`src/rtl/cgra_bridge_pkg.sv`:
```
// -----------------------------------------------------------------------------
// cgra_bridge_pkg
// Shared types and helpers for the CGRA <-> TCDM bridge.
//   cgra_data_t : CGRA channel message layout {payload, predicate, bypass}.
//                 The payload is the MSB field, the predicate is bit 1 and
//                 bypass is bit 0.
//   prio_e      : per-port arbitration priority (write-first / read-first)
//   addr_shift  : byte shift that turns a CGRA word index into a TCDM byte
//                 offset for a given TCDM data width
// -----------------------------------------------------------------------------
package cgra_bridge_pkg;

  localparam int unsigned CGRA_PAYLOAD_W = 16;

  typedef struct packed {
    logic [CGRA_PAYLOAD_W-1:0] payload;
    logic                      predicate;
    logic                      bypass;
  } cgra_data_t;

  typedef enum logic {
    PRIO_WRITE = 1'b0,
    PRIO_READ  = 1'b1
  } prio_e;

  function automatic int unsigned addr_shift(input int unsigned data_width);
    return $clog2(data_width / 8);
  endfunction

endpackage

```
`src/rtl/cgra_bridge_rsp_fifo.sv`:
```
// -----------------------------------------------------------------------------
// cgra_bridge_rsp_fifo
// Per-port read-response buffer. First-word-fall-through, power-of-2 depth.
// Push and pop may occur in the same cycle, including when full: the head
// slot is read combinationally before the edge that overwrites it.
// Ports:
//   clk_i, rst_i : clock, synchronous active-high reset (pointers only)
//   push_i/data_i: enqueue one entry
//   pop_i        : dequeue the head entry (caller guarantees non-empty)
//   data_o       : head entry
//   empty_o      : no entries stored
//   count_o      : number of stored entries (0..Depth)
// -----------------------------------------------------------------------------
module cgra_bridge_rsp_fifo
  import cgra_bridge_pkg::*;
#(
  parameter int unsigned Depth = 4,
  parameter int unsigned Width = 16
) (
  input  logic                     clk_i,
  input  logic                     rst_i,
  input  logic                     push_i,
  input  logic [Width-1:0]         data_i,
  input  logic                     pop_i,
  output logic [Width-1:0]         data_o,
  output logic                     empty_o,
  output logic [$clog2(Depth):0]   count_o
);

  localparam int unsigned AW = $clog2(Depth);

  logic [Width-1:0] r_mem [Depth];
  logic [AW:0]      r_wptr;
  logic [AW:0]      r_rptr;

  always_ff @(posedge clk_i) begin
    if (rst_i) begin
      r_wptr <= '0;
      r_rptr <= '0;
    end else begin
      if (push_i) r_wptr <= r_wptr + (AW+1)'(1);
      if (pop_i)  r_rptr <= r_rptr + (AW+1)'(1);
    end
  end

  // Storage carries no reset; only the pointers define validity.
  always_ff @(posedge clk_i) begin
    if (push_i) r_mem[r_wptr[AW-1:0]] <= data_i;
  end

  assign data_o  = r_mem[r_rptr[AW-1:0]];
  assign count_o = r_wptr - r_rptr;
  assign empty_o = (r_wptr == r_rptr);

endmodule

```
`src/rtl/cgra_tcdm_bridge.sv`:
```
// -----------------------------------------------------------------------------
// cgra_tcdm_bridge
// Bridges NumPorts CGRA data-memory channels onto NumPorts independent TCDM
// ports. Each port arbitrates its own write and read request, translates the
// CGRA word address into a TCDM byte address, tracks outstanding reads with a
// credit scheme and buffers responses in a per-port FIFO.
// Ports:
//   clk_i, rst_i          : clock, synchronous active-high reset
//   base_addr_i           : TCDM byte base of the CGRA data window
//   waddr_*/wdata_*       : CGRA write address / write data channels
//   raddr_*               : CGRA read address channel
//   rdata_*               : CGRA read data channel
//   tcdm_q_*              : TCDM request (valid/ready, write, addr, data, strb)
//   tcdm_p_*              : TCDM response (valid, data)
//   idle_o                : no outstanding read and no buffered response
// Optional feature, macro CGRA_BRIDGE_PERF_CNT_EN: adds perf_clr_i and the
// per-port 32-bit saturating counters rd_cnt_o, wr_cnt_o, stall_cnt_o.
// -----------------------------------------------------------------------------
module cgra_tcdm_bridge
  import cgra_bridge_pkg::*;
#(
  parameter int unsigned NumPorts      = 4,
  parameter int unsigned CgraAddrWidth = 6,
  parameter int unsigned TcdmAddrWidth = 48,
  parameter int unsigned DataWidth     = 64,
  parameter int unsigned PayloadWidth  = 16,
  parameter int unsigned RspDepth      = 4
) (
  input  logic                       clk_i,
  input  logic                       rst_i,
  input  logic [TcdmAddrWidth-1:0]   base_addr_i,

  input  logic                       waddr_en_i   [NumPorts],
  input  logic [CgraAddrWidth-1:0]   waddr_msg_i  [NumPorts],
  output logic                       waddr_rdy_o  [NumPorts],
  input  logic                       wdata_en_i   [NumPorts],
  input  logic [PayloadWidth+1:0]    wdata_msg_i  [NumPorts],
  output logic                       wdata_rdy_o  [NumPorts],
  input  logic                       raddr_en_i   [NumPorts],
  input  logic [CgraAddrWidth-1:0]   raddr_msg_i  [NumPorts],
  output logic                       raddr_rdy_o  [NumPorts],
  output logic                       rdata_en_o   [NumPorts],
  output logic [PayloadWidth+1:0]    rdata_msg_o  [NumPorts],
  input  logic                       rdata_rdy_i  [NumPorts],

  output logic                       tcdm_q_valid_o [NumPorts],
  input  logic                       tcdm_q_ready_i [NumPorts],
  output logic                       tcdm_q_write_o [NumPorts],
  output logic [TcdmAddrWidth-1:0]   tcdm_q_addr_o  [NumPorts],
  output logic [DataWidth-1:0]       tcdm_q_data_o  [NumPorts],
  output logic [DataWidth/8-1:0]     tcdm_q_strb_o  [NumPorts],
  input  logic                       tcdm_p_valid_i [NumPorts],
  input  logic [DataWidth-1:0]       tcdm_p_data_i  [NumPorts],

`ifdef CGRA_BRIDGE_PERF_CNT_EN
  input  logic                       perf_clr_i,
  output logic [31:0]                rd_cnt_o    [NumPorts],
  output logic [31:0]                wr_cnt_o    [NumPorts],
  output logic [31:0]                stall_cnt_o [NumPorts],
`endif

  output logic                       idle_o
);

  localparam int unsigned Shift = addr_shift(DataWidth);
  localparam int unsigned CntW  = $clog2(RspDepth) + 1;

`ifdef CGRA_BRIDGE_PERF_CNT_EN
  function automatic logic [31:0] sat_inc(input logic [31:0] v, input logic en);
    return (en && (v != 32'hFFFF_FFFF)) ? v + 32'd1 : v;
  endfunction
`endif

  logic [NumPorts-1:0] w_port_idle;

  for (genvar p = 0; p < NumPorts; p++) begin : g_port
    logic                     w_wr_pend, w_rd_pend, w_credit, w_wr_pred;
    logic                     w_gnt_wr, w_gnt_rd, w_contested;
    logic                     w_wr_fire, w_rd_fire, w_rsp_accept, w_rsp_pop;
    logic                     w_q_valid, w_q_write, w_wr_rdy, w_rd_rdy;
    logic                     w_fifo_empty, w_unused;
    logic [TcdmAddrWidth-1:0] w_wr_addr, w_rd_addr, w_q_addr;
    logic [DataWidth-1:0]     w_q_data;
    logic [PayloadWidth-1:0]  w_head;
    logic [CntW-1:0]          w_fifo_cnt;
    logic [CntW-1:0]          r_outst;
    prio_e                    r_prio;

    assign w_wr_pend = waddr_en_i[p] & wdata_en_i[p];
    assign w_wr_pred = wdata_msg_i[p][1];

    // A read is only eligible while every possible response still has a FIFO
    // slot; a pop in this cycle does not return credit until the next one.
    assign w_credit  = (int'(r_outst) + int'(w_fifo_cnt)) < int'(RspDepth);
    assign w_rd_pend = raddr_en_i[p] & w_credit;

    assign w_contested = w_wr_pend & w_rd_pend;
    assign w_gnt_wr    = w_wr_pend & (~w_rd_pend | (r_prio == PRIO_WRITE));
    assign w_gnt_rd    = w_rd_pend & ~w_gnt_wr;

    assign w_wr_addr = base_addr_i + (TcdmAddrWidth'(waddr_msg_i[p]) << Shift);
    assign w_rd_addr = base_addr_i + (TcdmAddrWidth'(raddr_msg_i[p]) << Shift);

    // A predicated-off write is swallowed locally without a TCDM request.
    always_comb begin
      w_q_valid = 1'b0;
      w_q_write = 1'b0;
      w_q_addr  = w_rd_addr;
      w_q_data  = '0;
      w_wr_rdy  = 1'b0;
      w_rd_rdy  = 1'b0;
      if (!rst_i) begin
        if (w_gnt_wr) begin
          w_q_write = 1'b1;
          w_q_addr  = w_wr_addr;
          w_q_data  = DataWidth'(wdata_msg_i[p][PayloadWidth+1:2]);
          w_q_valid = w_wr_pred;
          w_wr_rdy  = w_wr_pred ? tcdm_q_ready_i[p] : 1'b1;
        end else if (w_gnt_rd) begin
          w_q_valid = 1'b1;
          w_rd_rdy  = tcdm_q_ready_i[p];
        end
      end
    end

    assign w_wr_fire    = w_gnt_wr & w_wr_rdy;
    assign w_rd_fire    = w_gnt_rd & w_rd_rdy;
    assign w_rsp_accept = tcdm_p_valid_i[p] & (r_outst != '0) & ~rst_i;
    assign w_rsp_pop    = ~w_fifo_empty & rdata_rdy_i[p] & ~rst_i;

    always_ff @(posedge clk_i) begin
      if (rst_i) begin
        r_outst <= '0;
        r_prio  <= PRIO_WRITE;
      end else begin
        if (w_contested && (w_wr_fire || w_rd_fire))
          r_prio <= (r_prio == PRIO_WRITE) ? PRIO_READ : PRIO_WRITE;
        case ({w_rd_fire, w_rsp_accept})
          2'b10:   r_outst <= r_outst + CntW'(1);
          2'b01:   r_outst <= r_outst - CntW'(1);
          default: r_outst <= r_outst;
        endcase
      end
    end

    cgra_bridge_rsp_fifo #(
      .Depth (RspDepth),
      .Width (PayloadWidth)
    ) u_rsp_fifo (
      .clk_i   (clk_i),
      .rst_i   (rst_i),
      .push_i  (w_rsp_accept),
      .data_i  (tcdm_p_data_i[p][PayloadWidth-1:0]),
      .pop_i   (w_rsp_pop),
      .data_o  (w_head),
      .empty_o (w_fifo_empty),
      .count_o (w_fifo_cnt)
    );

    assign tcdm_q_valid_o[p] = w_q_valid;
    assign tcdm_q_write_o[p] = w_q_write;
    assign tcdm_q_addr_o[p]  = w_q_addr;
    assign tcdm_q_data_o[p]  = w_q_data;
    assign tcdm_q_strb_o[p]  = '1;
    assign waddr_rdy_o[p]    = w_wr_rdy;
    assign wdata_rdy_o[p]    = w_wr_rdy;
    assign raddr_rdy_o[p]    = w_rd_rdy;
    assign rdata_en_o[p]     = w_rsp_pop;
    assign rdata_msg_o[p]    = {w_head, 1'b1, 1'b0};
    assign w_port_idle[p]    = (r_outst == '0) & w_fifo_empty;

    // Bypass bit and upper response bits carry no meaning for this bridge.
    assign w_unused = ^{wdata_msg_i[p][0], tcdm_p_data_i[p]};

`ifdef CGRA_BRIDGE_PERF_CNT_EN
    logic [31:0] r_rd_cnt, r_wr_cnt, r_stall_cnt;

    always_ff @(posedge clk_i) begin
      if (rst_i || perf_clr_i) begin
        r_rd_cnt    <= '0;
        r_wr_cnt    <= '0;
        r_stall_cnt <= '0;
      end else begin
        r_rd_cnt    <= sat_inc(r_rd_cnt, w_rd_fire);
        r_wr_cnt    <= sat_inc(r_wr_cnt, w_wr_fire & w_q_valid);
        r_stall_cnt <= sat_inc(r_stall_cnt, w_q_valid & ~tcdm_q_ready_i[p]);
      end
    end

    assign rd_cnt_o[p]    = r_rd_cnt;
    assign wr_cnt_o[p]    = r_wr_cnt;
    assign stall_cnt_o[p] = r_stall_cnt;
`endif
  end

  assign idle_o = &w_port_idle;

endmodule

```
`config.mk`:
```
export PLATFORM = sky130hd
export DESIGN_NAME = cgra_tcdm_bridge
export DESIGN_NICKNAME = d
export VERILOG_FILES = /design/src/rtl/cgra_bridge_pkg.sv /design/src/rtl/cgra_bridge_rsp_fifo.sv /design/src/rtl/cgra_tcdm_bridge.sv
export SDC_FILE = /design/constraint.sdc
export NUM_CORES = 1
export LEC_CHECK = 0
export BUFFER_PORTS_ARGS = -buffer_cell sky130_fd_sc_hd__buf_2
export CAP_MARGIN = 20
export CORE_AREA = 3 3 404 406
export CTS_BUF_LIST = sky130_fd_sc_hd__clkbuf_8
export CTS_CLUSTER_SIZE = 24
export DETAILED_ROUTE_END_ITERATION = 8
export DIE_AREA = 0 0 407 409
export PLACE_DENSITY_LB_ADDON = 0.1
export SLEW_MARGIN = 20
export SYNTH_ARGS = -nofsm -noshare
export SYNTH_HDL_FRONTEND = slang
export SYNTH_SLANG_ARGS = --single-unit
```
`constraint.sdc`:
```
create_clock -name clk_i -period 3.4 [get_ports clk_i]
set_input_delay 0.34 -clock clk_i [delete_from_list [all_inputs] [get_ports clk_i]]
set_output_delay 0.34 -clock clk_i [all_outputs]
set_load 0.1 [all_outputs]
```
[After elaboration in Yosys (flattened, before gate mapping)]
Memories as Yosys holds them, arrays and structs flattened. A register that Yosys moved wholly into a read port is not among the register bits.
Cells that the tools add are included.
Storage, ports and cells
  bits of input ports: 450
  memory bits (writable): 256
  memories kept: 4
  output and inout port bits: 577
  bits in registers: 40
Memory list
  g_port[0].u_rsp_fifo.r_mem: depth 4, bits a word 16, read ports 1, clocked after memory_dff 1, wr ports 1, RTL line cgra_bridge_rsp_fifo.sv:32  | logic [Width-1:0] r_mem [Depth];
  g_port[1].u_rsp_fifo.r_mem: depth 4, bits a word 16, read ports 1, clocked after memory_dff 1, wr ports 1, RTL line cgra_bridge_rsp_fifo.sv:32
  g_port[2].u_rsp_fifo.r_mem: depth 4, bits a word 16, read ports 1, clocked after memory_dff 1, wr ports 1, RTL line cgra_bridge_rsp_fifo.sv:32
  g_port[3].u_rsp_fifo.r_mem: depth 4, bits a word 16, read ports 1, clocked after memory_dff 1, wr ports 1, RTL line cgra_bridge_rsp_fifo.sv:32
Cells by class
  $add $sub $neg: 32
  mux-type cells: 84
  $lt $le $gt $ge: 4
  equality and inequality tests: 12
  bitwise logic cells: 69
  reduce and logical (&&, ||, !) cells: 21
Operator list (number)
  48-bit by 9-bit adder with 48-bit output: 8
  48-bit two-way mux: 8
  16-bit two-way mux: 7
  64-bit two-way mux: 1
  1-bit two-way mux: 56
  1-bit AND: 48
  3-bit by 1-bit adder with 3-bit output, second input constant: 12
  3-bit one-hot mux with 2 select lines: 4
  1-bit inverter: 17
  3-bit by 3-bit adder with 4-bit output: 4
  4-bit by 3-bit < comparator with 1-bit output, second input constant: 4
  2-bit two-way mux: 8
  3-bit equality test: 4
  3-bit zero test: 4
  3-bit nonzero test: 4
  3-bit by 1-bit subtractor with 3-bit output, second input constant: 4
  3-bit subtractor: 4
  2-bit by 1-bit equality test with 1-bit output, second input constant: 4
  2-bit equality test, second input constant: 4
  2-bit nonzero test: 4
  1-bit logical AND: 4
  1-bit logical OR: 4
  1-bit OR: 4
  4-bit AND reduction: 1

[Logic depth before layout (Yosys ltp)]
Gate-level depths: netlist (run 1).
  word-level depth: 15
  mapped depth: 17

[By module]
A second synthesis (run 1) with hierarchy kept.
Second synthesis, totals
  cell total of the unflattened synthesis: 1754
  area total of the unflattened synthesis: 19927.9 um^2
Modules (own cells, without submodules)
  cgra_bridge_rsp_fifo: cells an instance 129, area an instance 2787.7 um^2, times used 4, sequential area each 2082.0 um^2
  cgra_tcdm_bridge: cells an instance 1238, area an instance 8777.2 um^2, times used 1, sequential area each 320.3 um^2

[Worst setup path before layout (run 1)]
No wires, ideal clock.
  path type: flip-flop to output port
  start point: reg g_port[3].u_rsp_fifo.r_wptr[0]
  end point: out tcdm_q_addr_o[8] (netlist bit)
  arrival: 4.411 ns
  setup slack: -1.351 ns
  cell stages (with the launch flop): 12
  buffers on the path: 2
  cell sequence: dfxtp_1 inv_1 ha_1 inv_1 fa_1 xor2_1 ha_1 nor4b_4 a311oi_4 buf_2 buf_2 o21ai_0
RTL lines
  start: declaration: RTL line cgra_bridge_rsp_fifo.sv:33  | logic [AW:0] r_wptr;
  start signal: assignment: RTL line cgra_bridge_rsp_fifo.sv:41  | if (push_i) r_wptr <= r_wptr + (AW+1)'(1);
  end: declaration: RTL line cgra_tcdm_bridge.sv:49  | output logic [TcdmAddrWidth-1:0] tcdm_q_addr_o [NumPorts],

==> results of run 1 <==
[kinds of logic after synthesis]
family | Yosys count
AND/OR/NAND/NOR | 506
XOR/XNOR | 200
multiplexers | 82
adder cells (fa/ha/maj) | 104
buffers and inverters | 414
AO/OA/AOI/OAI | 160
flip-flops | 304
other | 2
[synth_stat cells (all sizes together) (4+ instances only)]
library cell	number	area share, %
and2	90	2.8
nand4	12	0.44
o21bai	6	0.23
nor3b	4	0.15
o22ai	11	0.35
mux4	64	7.3
nor4b	4	0.28
ha	88	5.6
edfxtp	256	39
o21ai	31	0.78
nor4	4	0.19
a211oi	14	0.53
or2	12	0.39
nor2b	7	0.22
nand2	41	0.78
xor2	171	7.6
nand3b	6	0.25
nand2b	29	0.92
a21o	9	0.34
o31a	5	0.23
and3	12	0.38
mux2	8	0.45
buf	323	12
mux2i	10	0.51
a311oi	8	0.54
a21oi	51	1.3
o21a	7	0.27
clkbuf	38	0.74
dfxtp	48	4.8
or3	12	0.43
fa	16	1.6
nor2	204	4.0
and4	5	0.23
nand3	28	0.82
nor3	35	0.91
o31ai	7	0.27
xnor2	29	1.3
inv	53	1.0
[tightest hold or removal path: stages]
cell	delay [ns]
buf_2	0.11
nand3b_1	0.09
xor2_1	0.07
nor2_1	0.07
[stage by stage]
step | power (uW) | setup WS [ns]
after floorplan | 9253 | -0.6309
after global placement | 10980 | -0.2852
after detailed placement | 10980 | -0.2815
after CTS | 14950 | -1.062
after global routing | 15420 | -1.169
final | 14760 | -0.9233
[cell type report]
class	instances	area share, %
clock buffer	52	1.921
multi-input combinational	1285	38.05
antenna	16	0.1075
tap	2160	7.255
clock inverter	40	0.8632
inverter	53	0.5341
sequential	304	23.24
timing repair buffer	906	28.02
[worst paths after layout]
path                                     to  depth (start not counted)                            from  slack (ns)
max                      tcdm_q_addr_o[164]                         16  g_port[0].u_rsp_fifo.r_wptr[0]       -0.92
min          g_port[2].u_rsp_fifo.r_rptr[2]                          4                  rdata_rdy_i[1]         0.1
max reg2reg            g_port[0].r_outst[2]                         17  g_port[0].u_rsp_fifo.r_wptr[0]       -0.07
min reg2reg            g_port[1].r_outst[2]                          2            g_port[1].r_outst[2]        0.53
[sequential cells by signal, summed over array words and instances (netlist names), named ones only]
name and flops:
g_port.r_prio 4, g_port.r_outst 12, g_port.u_rsp_fifo.r_wptr 12, g_port.u_rsp_fifo.r_mem 256, g_port.u_rsp_fifo.r_rptr 12
[repair_timing]
action	in CTS	in global routing
hold buffers	75	0
gates resized for setup	170	64
endpoints found under the setup margin	270	274
buffers inserted	28	27
endpoints found under the hold margin	269	0
pin swaps	66	55
cloned	16	1
[metal layers]
layer | global-route usage, % | up-vias | wire, um
met4 | 2.388 | 26 | 1905
met1 | 14.76 | 7735 | 42630
li1 | - | 7316 | -
met2 | 20.84 | 598 | 52050
met5 | 0 | - | 157
met3 | 3.679 | 147 | 7720
[where the power goes]
part	leakage (uW)	switching [uW]	internal, uW
clock network	0.000583	1580	1820
registers	0.00269	33.7	4090
logic	0.0108	5060	2170
[cell usage in the layout (no fill, tap or decap), drive strengths merged, types with 41 or more instances in the layout]
cell type / count
nor2: 204
edfxtp: 256
conb: 232
and2: 90
dlygate4sd3: 75
clkbuf: 54
dfxtp: 48
nand2: 41
a21oi: 51
mux4: 64
buf: 828
xor2: 171
inv: 70
ha: 88
==> results.yml, run 1 <==
synthesis:
  ys_warn_count: 0
  synth_top_family_by_area: "buffers and inverters"
  synthCells: 1772
  yosysUniqueCellTypes: 66
  synth_fa_ha_area_share_pct: 7.171
  synth_area_um2: 19820
  async_flop_share_pct: 0
  synth_top_flop_cell: "edfxtp_1"
  synth_edf_count: 256
  avgSynthCellArea_um2: 11.19
  synth-compound-area-share_pct: 5.372
  synthSimpleGateAreaFrac_pct: 13.28
  synth-seq-area-share_pct: 43.63
  synth_mux_area_share_pct: 8.232
  ys_ff_latch: 304
  synth_xor_area_share_pct: 8.838
setup_path:
  crit_chain: "inv_2 > ha_4 > inv_2 > fa_2 > xor2_4 > ha_4 > nor4b_4 > a311oi_4 > buf_12 > a21oi_4 > a31o_4 > buf_12 > buf_12 > nor2_1 > xor2_4 > buf_12"
  critical_path.top_delay_family: "adder cells"
  required_ns: 3.06
  critPathMaxStageDelay_ns: 0.45
  crit_buf_inv: 6
  crit_path_max_fanout: 8
  endpoint_kind: "output port"
  crit_type: "flop to output port"
  crit_arrival_ns: 3.98
  slowest_stage: "a311oi_4"
  cp-start-kind: "flop"
  crit_top_cell: "buf_12"
global_route:
  grt_pass1_vias: 16230
  gr-total-overflow: 0
  grt_pass1_wl_um: 139600
  grt_use_total_pct: 12.08
  antenna_found_initial: 57
  grt_max_degree: 30
layout:
  drive_above_1_share_pct: 54.43
  fin_nets: 3156
  seqCellArea_um2: 8658
  multi_input_area_um2: 14170
  stdcell_count: 4816
  synthToLayoutAreaGrowth_pct: 87.94
  fillers: 16970
  final_util_pct: 23.25
  design_area_um2: 37250
die:
  rows: 147
  die_h_um: 409
  die_area_um2: 166500
  die_x_um: 407
  pin_count: 1027
  core_area_um2: 160200
  initial_core_util_pct: 12.37
timing:
  fin_crit_sh_pct: 127.2
  skew_ns: 0.06416
  finalMaxSlewViolations: 0
  finalWorstSetupSlack_ns: -0.9233
  min_period_ns: 4.323
  setup_viol: 267
  hold_slack_ns: 0.09996
  rsz0062_at_grt: "true"
  max_slew_margin_pct: 35.92
  hold_violations: 0
  fmax_ghz: 0.2313
  fin_tns_setup_ns: -165.55
  tightest_slew_ns: 0.9598
place:
  port_buffers: 583
  place_hpwl_um: 84890
  place_area_um2: 33690
  placed_cells: 4571
  gp_congestion: 0.7685
clocking:
  cts_root_buf: "clkbuf_8"
  cts_tree: "built"
  h-tree-depth: 2
  clk_pin_slew_ns: 0.06
  cts_sinks: 304
  cts_made_buffers: 52
  clkLatencyLatePin_ns: 0.65
  cts_max_path_buffers: 3
routing:
  via_count: 15820
  ant_nets: 0
  drt-wirelength-per-cell_um: 21.69
  drt-initial-drc-count: 603
  drc_errors: 0
  wirelength_um: 104500
  dr.pass1.iters: 5
  viasPerCell: 3.285
power:
  p_leak_uw: 0.01406
  irDropWorstVdd_mv: 0.3370
  powerDensity_nw_per_um2: 396.3
outcome:
  violations: "setup timing"
  status: "finished with violations"
hold_path:
  hold_class: "input pin to flop"
flow_run:
  maxCapViolCount: 0
Power figures use the tool's default switching activity.
==> run 2: changes to the inputs <==
CORE_AREA = 3 3 397 399   (was 3 3 404 406)
CTS_BUF_LIST = default   (was sky130_fd_sc_hd__clkbuf_8)
DIE_AREA = 0 0 400 402   (was 0 0 407 409)
==> results.yml, run 2 (synthesis results as in run 1) <==
outcome:
  status: "finished with violations"
  violations: "setup timing"
global_route:
  grt_max_degree: 18
  grtUsageMet3_pct: 3.760
  use_met2_pct: 21.86
  grt_util_met1_pct: 14.95
  grt_pass1_vias: 16210
  grt_pass1_wl_um: 139300
  antenna_found_initial: 67
  top_usage_layer: "met2"
  gr-total-overflow: 0
  grt_use_total_pct: 12.47
setup_path:
  r2r_cells: 17
  crit_path_max_fanout: 6
  crit_type: "flop to output port"
  reg2reg_from: "g_port[0].u_rsp_fifo.r_wptr[0]"
  endpoint_kind: "output port"
  crit_chain: "inv_2 > ha_4 > inv_2 > fa_2 > xor2_1 > ha_1 > nor4b_4 > buf_4 > a311oi_4 > buf_12 > buf_8 > a31o_4 > buf_12 > buf_12 > nor2_4 > xor2_4 > buf_12"
  crit_arrival_ns: 3.82
  crit_top_cell: "buf_12"
  critPathMaxStageDelay_ns: 0.32
  required_ns: 3.06
  r2r_end: "g_port[0].r_outst[2]"
  slowest_stage: "dfxtp_2"
  cp-start-kind: "flop"
  rrSetupSlack_ns: -0.24
layout:
  synthToLayoutAreaGrowth_pct: 87.89
  fin_nets: 3126
  multi_input_area_um2: 14330
  largest_reg_flops: 256
  drive_above_1_share_pct: 55.75
  seqCellArea_um2: 8658
  design_area_um2: 37240
  fillers: 16360
  final_common_cell: "buf_2"
  final_cell_mix: "buf_2 (319), buf_12 (294), edfxtp_1 (256)"
place:
  port_buffers: 583
  gp_congestion: 0.7562
  place_area_um2: 33560
  place_hpwl_um: 85990
routing:
  wirelength_um: 104300
  via_count: 15770
  ant_nets: 0
  drt-wirelength-per-cell_um: 22.38
  dr.pass1.iters: 5
  drc_errors: 0
  drt-initial-drc-count: 598
  viasPerCell: 3.384
hold_path:
  whs_endpoint: "g_port[1].r_prio"
  min_path_cells: 2
  hold_class: "input pin to flop"
  hold_start: "tcdm_q_ready_i[2]"
power:
  powerDensity_nw_per_um2: 401.7
  irDropWorstVdd_mv: 0.2996
  p_clk_share_pct: 24.0
  p_leak_uw: 0.01398
  switchingPower_uw: 6724
  power.share.combinational_pct: 48.4
  switching_share_pct: 44.95
  cell_internal_pwr_uw: 8236
  p_seq_share_pct: 27.6
timing:
  max_slew_margin_pct: 35.00
  setup_viol: 264
  hold_violations: 0
  finalWorstSetupSlack_ns: -0.7630
  fin_crit_sh_pct: 122.4
  rsz0062_at_grt: "true"
  finalMaxSlewViolations: 0
  tightest_slew_ns: 0.9737
  min_period_ns: 4.163
  fmax_ghz: 0.2402
  fin_tns_setup_ns: -131.96
  skew_ns: 0.02831
clocking:
  cts_max_path_buffers: 3
  cts_made_buffers: 35
  cts_sinks: 304
  h-tree-depth: 2
  clk_pin_slew_ns: 0.06
  cts_tree: "built"
  cts_root_buf: "clkbuf_16"
  clkLatencyLatePin_ns: 0.55
die:
  die_area_um2: 160800
  pin_count: 1027
  initial_core_util_pct: 12.85
  core_area_um2: 154200
  die_h_um: 402
  rows: 144
  die_x_um: 400
flow_run:
  maxCapViolCount: 0
==> run 2: final cells by class <==
class | instances | area share [%]
Multi-Input combinational cell | 1284 | 38.49
Timing Repair Buffer | 894 | 27.85
Sequential cell | 304 | 23.25
Tap cell | 2044 | 6.867
Clock buffer | 46 | 2.516
Inverter | 53 | 0.5409
Clock inverter | 18 | 0.3864
Antenna cell | 16 | 0.1075
==> run 2: power groups by stage <==
stage	combinational, uW	sequential, uW	clock (uW)
after CTS	7220	4130	3760
after global placement	6780	4210	0
after global routing	7530	4130	3930
final	7240	4130	3590
after floorplan	5050	4200	0
after detailed placement	6790	4210	0
==> run 2: per-layer routing <==
| layer | share of wire [%] | up-vias |
|---|---|---|
| li1 | - | 7249 |
| met1 | 40 | 7715 |
| met2 | 50 | 623 |
| met3 | 7.3 | 161 |
| met4 | 2.6 | 18 |
| met5 | 0.10 | - |
==> run 2: how the worst max path moves through the flow <==
stage                                         from                   end  cells after the start
floorplan           g_port[1].u_rsp_fifo.r_wptr[0]    tcdm_q_addr_o[100]                      9
global route        g_port[2].u_rsp_fifo.r_wptr[0]     tcdm_q_addr_o[86]                     17
CTS                 g_port[1].u_rsp_fifo.r_wptr[0]    tcdm_q_addr_o[143]                     15
global placement    g_port[2].u_rsp_fifo.r_wptr[0]     tcdm_q_addr_o[78]                     17
finish              g_port[2].u_rsp_fifo.r_wptr[0]     tcdm_q_addr_o[88]                     17
detailed placement  g_port[0].u_rsp_fifo.r_wptr[0]  g_port[0].r_outst[2]                     18
==> run 2: timing repair <==
action | in CTS | in global routing
endpoints found under the setup margin | 273 | 274
pin swaps | 103 | 68
gates cloned | 14 | 3
resized for setup | 246 | 75
hold buffers | 62 | 0
buffers inserted | 38 | 32
hold endpoints to repair | 238 | 0
==> run 2: per-stage QoR <==
stage	instances	hold slack [ns]	power [uW]	utilization [%]	worst slack (ns)
after global routing	4649	0.005689	15590	24.13	-0.9234
after global placement	4457	0.5046	10990	21.76	-0.3823
after detailed placement	4457	0.5093	11000	21.76	-0.3676
final	4659	0.04171	14960	24.15	-0.7630
after floorplan	2002	0.4389	9253	-	-0.6309
after CTS	4622	0.002561	15110	23.82	-0.8790
==> run 2: worst max-delay path: cells and delay by family (launching register included) <==
kind                       cells  cell delay, ns
buffers and inverters          8            1.06
adders and majority gates      3            0.76
and+or+nand+nor                2            0.40
AOI/OAI and AO/OA              2            0.36
xor gates and xnor gates       2            0.35
DFF                            1            0.32
==> run 3: changes to the inputs <==
ABC_AREA = 1   (was default)
CORE_AREA = 3 3 395 397   (was 3 3 397 399)
DIE_AREA = 0 0 398 400   (was 0 0 400 402)
==> results.yml, run 3 <==
place:
  gp_congestion: 0.8504
  port_buffers: 583
  place_hpwl_um: 100100
setup_path:
  crit_type: "flop to output port"
  critPathMaxStageDelay_ns: 0.32
  required_ns: 3.06
  crit_arrival_ns: 3.48
  crit_top_cell: "buf_12"
  rrSetupSlack_ns: 0.08
  reg2reg_from: "g_port[0].u_rsp_fifo.r_wptr[0]"
  r2r_cells: 22
  slowest_stage: "dfxtp_2"
  crit_chain: "inv_2 > ha_4 > inv_2 > fa_2 > xor2_1 > ha_1 > inv_1 > nand2_1 > nor3_2 > nand3_2 > nand3_4 > buf_12 > buf_4 > buf_12 > o21ai_4 > clkbuf_16 > xor2_4 > buf_12"
  crit_path_max_fanout: 5
  endpoint_kind: "output port"
  r2r_end: "g_port[0].r_outst[1]"
  cp-start-kind: "flop"
synthesis:
  synth-seq-area-share_pct: 37.33
  synth_top_area_share_pct: 33.18
  synth_area_um2: 23170
  ys_ff_latch: 304
  yosysUniqueCellTypes: 48
  ys_top_cells_by_count: "nand2_1 (671), nor2_1 (370), inv_1 (360)"
  synthTopCellsByArea: "edfxtp_1 (33%), nand2_1 (11%), buf_4 (9.0%)"
  yosysMostFrequentCell: "nand2_1"
  async_flop_share_pct: 0
  synthCells: 3093
  synth_edf_count: 256
  synth_top_flop_cell: "edfxtp_1"
  avgSynthCellArea_um2: 7.490
  ys_warn_count: 0
  yosysTopAreaCell: "edfxtp_1"
routing:
  ant_nets: 0
  via_count: 23240
  wirelength_um: 125300
  drt-initial-drc-count: 1093
  drt-wirelength-per-cell_um: 20.76
  viasPerCell: 3.853
  drc_errors: 0
  dr.pass1.iters: 7
die:
  die_h_um: 400
  core_area_um2: 152300
  die_x_um: 398
  initial_core_util_pct: 15.22
  pin_count: 1027
  rows: 143
  die_area_um2: 159200
global_route:
  grt_use_total_pct: 15.03
  grt_pass1_vias: 23330
  gr-total-overflow: 0
  grt_max_degree: 39
  antenna_found_initial: 30
  grt_pass1_wl_um: 173000
layout:
  fillers: 16470
  drive_above_1_share_pct: 43.30
  final_common_cell: "nand2_1"
  final_cell_mix: "nand2_1 (421), buf_12 (331), buf_2 (319)"
  largest_reg_flops: 256
  synthToLayoutAreaGrowth_pct: 75.83
  seqCellArea_um2: 8658
  final_util_pct: 26.75
  multi_input_area_um2: 15550
  fin_nets: 4521
clocking:
  h-tree-depth: 2
  cts_tree: "built"
  cts_root_buf: "clkbuf_16"
  clkLatencyLatePin_ns: 0.52
  cts_made_buffers: 34
  cts_max_path_buffers: 3
  clk_pin_slew_ns: 0.06
  cts_sinks: 304
flow_run:
  maxCapViolCount: 0
outcome:
  violations: "setup timing"
  status: "finished with violations"
timing:
  setup_viol: 220
  max_slew_margin_pct: 41.94
  fin_crit_sh_pct: 112.4
  rsz0062_at_grt: "true"
  skew_ns: 0.01088
  finalWorstSetupSlack_ns: -0.4229
  finalMaxSlewViolations: 0
  fmax_ghz: 0.2616
  hold_violations: 0
  min_period_ns: 3.823
  tightest_slew_ns: 0.8650
  hold_slack_ns: 0.03602
power:
  irDropWorstVdd_mv: 0.4708
  p_leak_uw: 0.01724
  powerDensity_nw_per_um2: 523.7
  finalPower_uw: 21330
hold_path:
  whs_endpoint: "g_port[0].u_rsp_fifo.r_mem[2][9]"
  hold_class: "input pin to flop"
  min_path_cells: 1
  hold_start: "tcdm_p_data_i[201]"
## run 3: worst max path at each step
stage	slack [ns]	startpoint	to
global placement	-0.27	g_port[2].u_rsp_fifo.r_wptr[0]	tcdm_q_addr_o[56]
global route	-0.61	g_port[1].u_rsp_fifo.r_wptr[0]	tcdm_q_addr_o[133]
detailed placement	-0.25	g_port[1].u_rsp_fifo.r_wptr[0]	tcdm_q_addr_o[133]
floorplan	-0.47	g_port[2].u_rsp_fifo.r_wptr[0]	tcdm_q_addr_o[56]
finish	-0.42	g_port[0].u_rsp_fifo.r_wptr[0]	tcdm_q_addr_o[153]
CTS	-0.59	g_port[3].u_rsp_fifo.r_wptr[0]	tcdm_q_addr_o[10]
## run 3: power breakdown
part	internal, uW	switching (uW)	total [uW]
clock	2120	1540	3660
combinational	3120	10300	13400
sequential	4180	86.4	4270
## run 3: layer usage
layer	up-vias	wire (um)	GRT usage, %
li1	11370	-	-
met1	11050	51910	18.28
met2	675	59760	25.09
met3	125	10500	5.206
met4	30	2916	4.098
met5	-	165	0
## run 3: kinds of logic (layout without fill, tap and decap cells)
kind of cell,Yosys count,after routing,synth area share (%)
mux,4,4,0.1728
other cells,2,241,0.03242
fa+ha+maj,104,104,6.135
buf+inv,745,1415,16.81
xor+xnor,97,97,3.667
flops,304,304,37.33
compound gates,405,405,9.376
simple gates,1432,1432,26.48
## run 3: per-stage QoR
stage / instance area [um^2] / setup TNS (ns) / instances / setup WS [ns]
finish: 40730 / -54.16 / 6032 / -0.4229
global route: 40710 / -96.60 / 6023 / -0.6051
CTS: 38650 / -104.24 / 6000 / -0.5864
detailed placement: 34450 / -8.044 / 5824 / -0.2494
global placement: 34450 / -9.485 / 5824 / -0.2705
floorplan: 25180 / -6.575 / 3323 / -0.4667
## run 3: worst max-delay path: cells and delay by family, from the launching register on
family / cells / cell delay [ns]
simple gates: 4 / 0.31
flops: 1 / 0.32
compound gates: 1 / 0.25
xor+xnor: 2 / 0.34
fa+ha+maj: 3 / 0.72
buf+inv: 8 / 1.02
## run 3: final cells by class
type	count	share of cell area, %
timing repair buffer	977	27.94
sequential	304	21.26
clock buffer	48	2.424
antenna	9	0.05529
inverter	376	3.652
tap	2030	6.235
clock inverter	14	0.2549
multi-input combinational	2274	38.18
## run 3: timing repair
action,CTS,global route
pin swaps,132,166
cloned,7,5
endpoints found under the hold margin,54,0
endpoints found under the setup margin,264,337
hold buffers,15,0
buffers inserted,99,52
resized for setup,535,462
